===== src/rtl/bp_network_deserializer.sv =====
// Reassembles a fixed number of {dest_id, payload} flits into one wide message
// and hands it to the endpoint over valid/yumi, flagging inconsistent dest ids.
module bp_network_deserializer #(
  parameter int dest_id_width_p     = 4,
  parameter int data_width_p        = 64,
  parameter int packet_data_width_p = 16,
  localparam int num_packets_lp     = data_width_p / packet_data_width_p + 1,
  localparam int flit_width_lp      = packet_data_width_p + dest_id_width_p
) (
  input  logic                       clk_i,
  input  logic                       reset_i,
  input  logic                       valid_i,
  input  logic [flit_width_lp-1:0]   data_i,
  output logic                       ready_o,
  output logic                       valid_o,
  output logic [data_width_p-1:0]    data_o,
  output logic [dest_id_width_p-1:0] dest_id_o,
  input  logic                       yumi_i,
  output logic                       mismatch_o
);

  localparam int count_width_lp = (num_packets_lp > 1) ? $clog2(num_packets_lp) : 1;
  localparam logic [count_width_lp-1:0] last_count_lp = count_width_lp'(num_packets_lp - 1);

  typedef enum logic {eRECV, eFULL} state_e;

  state_e                      state_q;
  logic [count_width_lp-1:0]   count_q;
  logic [dest_id_width_p-1:0]  dest_id_q;
  logic                        valid_q;
  logic                        mismatch_q;

  logic [dest_id_width_p-1:0]     flit_dest;
  logic [packet_data_width_p-1:0] flit_payload;
  logic                           accept;
  logic [count_width_lp-1:0]      slot;

  assign flit_dest    = data_i[flit_width_lp-1 -: dest_id_width_p];
  assign flit_payload = data_i[0 +: packet_data_width_p];

  // In eFULL a flit is only taken alongside yumi, which lets the next message start back-to-back.
  assign ready_o = ~reset_i & ((state_q == eRECV) | yumi_i);
  assign accept  = valid_i & ready_o;
  assign slot    = (state_q == eFULL) ? '0 : count_q;

  always_ff @(posedge clk_i) begin
    if (reset_i) begin
      state_q    <= eRECV;
      count_q    <= '0;
      dest_id_q  <= '0;
      valid_q    <= 1'b0;
      mismatch_q <= 1'b0;
    end else begin
      case (state_q)
        eRECV: begin
          if (accept) begin
            if (count_q == '0) begin
              dest_id_q <= flit_dest;
            end else if (flit_dest != dest_id_q) begin
              mismatch_q <= 1'b1;
            end
            if (count_q == last_count_lp) begin
              count_q <= '0;
              state_q <= eFULL;
              valid_q <= 1'b1;
            end else begin
              count_q <= count_q + count_width_lp'(1);
            end
          end
        end
        eFULL: begin
          if (yumi_i) begin
            state_q <= eRECV;
            valid_q <= 1'b0;
            if (accept) begin
              dest_id_q <= flit_dest;
              count_q   <= count_width_lp'(1);
            end
          end
        end
        default: begin
          state_q <= eRECV;
          valid_q <= 1'b0;
        end
      endcase
    end
  end

  // Slices that fall entirely in the padding above data_width_p are never stored.
  for (genvar gi = 0; gi < num_packets_lp; gi++) begin : g_slice
    localparam int lo_lp = gi * packet_data_width_p;
    if (lo_lp < data_width_p) begin : g_store
      localparam int w_lp = ((data_width_p - lo_lp) < packet_data_width_p)
                            ? (data_width_p - lo_lp) : packet_data_width_p;
      logic [w_lp-1:0] slice_q;
      logic            slice_we;

      assign slice_we = accept & (slot == count_width_lp'(gi));

      always_ff @(posedge clk_i) begin
        if (reset_i) begin
          slice_q <= '0;
        end else if (slice_we) begin
          slice_q <= flit_payload[w_lp-1:0];
        end
      end

      assign data_o[lo_lp +: w_lp] = slice_q;
    end
  end

  assign valid_o    = valid_q;
  assign dest_id_o  = dest_id_q;
  assign mismatch_o = mismatch_q;

endmodule


===== config.mk =====
export PLATFORM = sky130hd
export DESIGN_NAME = bp_network_deserializer
export DESIGN_NICKNAME = d
export VERILOG_FILES = /design/src/rtl/bp_network_deserializer.sv
export SDC_FILE = /design/constraint.sdc
export NUM_CORES = 1
export LEC_CHECK = 0
export BUFFER_PORTS_ARGS = -buffer_cell sky130_fd_sc_hd__clkbuf_2
export CAP_MARGIN = 25
export CORE_AREA = 2 2 103 105
export CTS_BUF_LIST = sky130_fd_sc_hd__clkbuf_4 sky130_fd_sc_hd__clkbuf_8
export CTS_CLUSTER_DIAMETER = 100
export DETAILED_ROUTE_END_ITERATION = 12
export DIE_AREA = 0 0 105 107
export HOLD_SLACK_MARGIN = 0.03
export PLACE_DENSITY = 0.52
export SLEW_MARGIN = 20
export SYNTH_ARGS = -nofsm -noshare
export SYNTH_HDL_FRONTEND = slang
export SYNTH_SLANG_ARGS = --single-unit

===== constraint.sdc =====
create_clock -name clk_i -period 2.2 [get_ports clk_i]
set_input_delay 0.33 -clock clk_i [delete_from_list [all_inputs] [get_ports clk_i]]
set_output_delay 0.33 -clock clk_i [all_outputs]
set_load 0.1 [all_outputs]

== Word-level counts from Yosys, hierarchy flattened ==
Cells that the tools add are included.
W data, S select, Z words.

* Register bits after elaboration: 74
* Bits of input ports: 24
* Word-level logic and storage cells: 55

* Add/subtract/negate cells: 1
* Equality and inequality tests: 10
* Muxes and demuxes: 19
* Bitwise gates (word level): 10
* Reductions and logical operators: 6

{| class="wikitable"
|+ Operators by type and width
! operator !! number
|-
| $mux W4 || 4
|-
| $mux W3 || 5
|-
| $pmux W4 S2 || 1
|-
| $reduce_and A4 Y1 || 2
|-
| $and A1 B1 Y1 || 6
|-
| $eq A3 B2 Y1 const B || 2
|-
| $logic_not A3 Y1 || 2
|-
| $mux W1 || 6
|-
| $ne A2 B1 Y1 const B || 3
|-
| $pmux W3 S2 || 1
|-
| $reduce_and A3 Y1 || 2
|-
| $ne A2 B2 Y1 const B || 2
|-
| $ne A4 B4 Y1 || 1
|-
| $pmux W1 S2 || 2
|-
| $add A3 B1 Y3 const B || 1
|-
| $eq A3 B1 Y1 const B || 1
|-
| $eq A3 B3 Y1 const B || 1
|-
| $not A1 Y1 || 3
|-
| $or A1 B1 Y1 || 1
|}

== Depth between registers and ports, before layout ==
* Depth in word-level cells: 7
* Mapped depth: 5
* Gate-level depth less buffers: 5

== Worst setup path before layout ==
No wires, ideal clock.

* Kind: input -> output
* From: input reset_i
* To: output ready_o
* Data arrival time: 2.123 ns
* Data required time: 1.870 ns
* Slack: -0.253 ns
* Stages: 4
* Cells stage by stage: clkbuf_1 buf_2 buf_2 nor2_1

* Cells in the longest elaborated chain, start to end: 2

{| class="wikitable"
|+ Ends and longest elaborated chain
! item !! line !! RTL
|-
| start: declaration || 11 || <nowiki>input logic reset_i,</nowiki>
|-
| $not A1 Y1 || 42 || <nowiki>assign ready_o = ~reset_i & ((state_q == eRECV) | yumi_i);</nowiki>
|-
| $and A1 B1 Y1 || 42 ||
|-
| end: declaration || 14 || <nowiki>output logic ready_o,</nowiki>
|}

Every way passes these cells.

== Final worst setup path ==
* From: register state_q
* To: output ready_o

* Cells in the longest elaborated chain, start to end: 3

{| class="wikitable"
|+ Ends and longest elaborated chain
! item !! line !! RTL
|-
| start: declaration || 27 || <nowiki>state_e state_q;</nowiki>
|-
| start signal: assignment || 48 || <nowiki>state_q <= eRECV;</nowiki>
|-
| start signal: assignment || 64 || <nowiki>state_q <= eFULL;</nowiki>
|-
| start signal: assignment || 73 || <nowiki>state_q <= eRECV;</nowiki>
|-
| $not A1 Y1 || - ||
|-
| $or A1 B1 Y1 || 42 ||
|-
| $and A1 B1 Y1 || 42 ||
|}

Every way passes these cells.

==> impl_results.md <==
- Dominant cells by area after synthesis: dfxtp_1, a21oi_1, nand3_1, mux2_2, o21ai_0
- Synthesized area: 3040 um2
- Worst relative slew slack: 34.4%
- Total net switching power: 972 uW
- Setup_tns: 0 ns
- Clk slew on worst S/H paths: 0.07 ns
- WP data required: 1.87 ns
- CTS resizes: 0
- Fill cells: 1116
- Register bit total from synthesis: 74
- IO buf count: 94
- Hold_buf cts: 0
- CP Class: reg -> out
- Post-synth EDFFs: 0
- Routability cong.: 0.762
- Number of cell rows: 37
- Proportion of synthesized chip area in sequential cells: 48.7%
- Initial Util: 30.1%
- Ports: 95
- Post-Syn Nets: 361
- Fin. Hold Viols: 0
- WL per Instance: 15.7 um
- Worst IR Drop VDD: 352 uV
- H-tree levels: 3
- Area occupied by multi-input gates: 1420 um2
- Root Buffer: clkbuf_8
- Drt first pass iters: 4
- Arrival time worst endpoint: 1.63 ns
- P&R area growth vs syn: 26.1%
- Internal Power: 2.12 mW
- Clock group share of total power: 36.0%
- Fin crit period: 1.96 ns
- Share of the synthesized area in the top cell type: 48.7%
- Fraction of layout cells with a size suffix above 1: 34.0%
- Initial detailed-routing violation count: 98
- Syn Area/Cell: 9.08 um2
- Leakage: 1.55 nW
- Setup Buffers After CTS: 0
- Yosys warns: 0
- Vias: 2756
- Post-route setup slack: 0.237 ns
- Die ar.: 11200 um2
- Most frequent cells in the layout: clkbuf_2, dfxtp_1, a21oi_1
- Worst Setup Start Kind: flop
- Die span in x: 105 um
- First-pass GRT wire length: 14.4 mm
- Ant. Diodes: 0
- Pwr per Cell Area: 807 nW/um2
- Antenna violations before repair: 0
- Clk_lat worst skew: 0.34 ns
- Worst Tran Pin Value: 0.981 ns
- Num CTS Buffers: 9
- Number of max-cap violations: 0
- Setup Slack @ Placement: 0.297 ns
- Max FO, Critical Path: 14
- Setup crit end kind: output pin
- Core Region: 10100 um2
- Largest net degree at the start of global routing: 42
- HPWL Detailed: 6.02 mm
- Die height: 107 um
- Final Cycle Share: 89.2%
- Detail-routed via count per cell: 4.93
- Switching Fraction: 31.4%
- GRT Total Usage: 16.3%
- Skew final: 0.00614 ns
- Post-synthesis cell count: 335
- DRT Wirelength: 8.76 mm
- Cell variety after synth: 34
- Post-route DRC: 0
- Max clock buf depth: 2
- Number of nets in the layout: 444
- Primary FF master, synth: dfxtp_1
- Path category of the worst min-delay check: in -> reg
- Final setup fails: 0
- Status: completed
- Slew Viols, Final: 0
- Seq pwr share: 45.5%
- Unrepaired setup endpoints after global routing: false
- Final ANT Viol Nets: 0
- Most common cell after layout, fill and taps aside: clkbuf_2
- TritonCTS Sinks: 74
- Combinational share of power: 18.5%
- Post-synth ARST share: 0%
- CTS tree: done
- Gr ovfl total: 0
- Maximum clock frequency: 0.509 GHz
- Vias in the first global route: 2795
- Leading area contributor after synthesis: dfxtp_1
- FF+latch area: 1480 um2
==> cell usage after synthesis (2+ instances only) <==
| library cell | instances |
|---|---|
| dfxtp_1 | 74 |
| a21oi_1 | 54 |
| nand3_1 | 49 |
| o21ai_0 | 33 |
| nor2b_1 | 23 |
| mux2_2 | 19 |
| o21ai_1 | 17 |
| buf_2 | 14 |
| clkbuf_1 | 12 |
| nand2b_1 | 5 |
| xor2_1 | 4 |
| inv_1 | 3 |
| nor3_1 | 3 |
| a211oi_1 | 2 |
| buf_6 | 2 |
| ha_1 | 2 |
| nor2_1 | 2 |
==> per-stage QoR <==
stage,power (mW),utilization [%],std cells,hold WS (ns),instance area (um2)
2_1_floorplan,1.89,-,335,0.455,3040
3_3_place_gp,2.01,35.9,543,0.461,3620
3_5_place_dp,2.02,35.9,543,0.462,3630
4_1_cts,3.13,38.0,559,0.224,3840
5_1_grt,3.22,38.0,559,0.226,3840
6_report,3.10,38.0,559,0.240,3840
==> cell families after synthesis <==
group	after synthesis	share of synthesized area (%)
AO/OA/AOI/OAI	108	18.3
XOR/XNOR	4	1.15
adder cells (fa/ha/maj)	2	0.823
buffers and inverters	33	5.31
flip-flops	74	48.7
multiplexers	20	7.40
AND/OR/NAND/NOR	94	18.3
==> power by group through the flow <==
stage	clock network, mW	logic (mW)	registers (mW)
3_5_place_dp	0	0.577	1.44
5_1_grt	1.20	0.605	1.41
2_1_floorplan	0	0.165	1.72
4_1_cts	1.15	0.578	1.41
6_report	1.11	0.574	1.41
3_3_place_gp	0	0.574	1.44
==> sequential cells by signal (all words and copies together) (netlist names) <==
signal / count
dest_id_o: 4
g_slice.g_store.slice_q: 64
valid_o: 1
mismatch_o: 1
state_q: 1
count_q: 3
==> routing by layer <==
layer | GRT usage, % | share of wire (%) | vias up
li1 | - | - | 1356
met5 | 0 | 0 | -
met2 | 26.6 | 46 | 79
met4 | 3.71 | 1.0 | 0
met3 | 5.59 | 6.3 | 8
met1 | 20.8 | 46 | 1313
==> layout make-up <==
type,instances,area share [%]
Sequential cell,74,38.6
Multi-Input combinational cell,228,37.0
Timing Repair Buffer,102,14.2
Clock buffer,14,4.53
Tap cell,136,4.44
Clock inverter,2,0.913
Inverter,3,0.294
==> worst max-delay path: stages, from the launching register on <==
cell     delay [ns]
dfxtp_1        0.66
nor2b_1        0.36
nor2_2         0.09
buf_12         0.18
==> path summary, 6_finish.rpt <==
check | start | depth (start not counted) | to | slack [ns]
setup / recovery | state_q$_SDFF_PP0_ | 3 | ready_o | 0.24
hold / removal | data_i[17] | 2 | dest_id_o[1]$_SDFFE_PP0P_ | 0.24
setup reg to reg | count_q[0]$_SDFFE_PP0P_ | 3 | g_slice[0].g_store.slice_q[0]$_SDFFE_PP0P_ | 0.29
hold reg to reg | valid_o$_SDFFE_PP0P_ | 2 | valid_o$_SDFFE_PP0P_ | 0.47
Note: power is estimated with default switching activity, not from simulation.
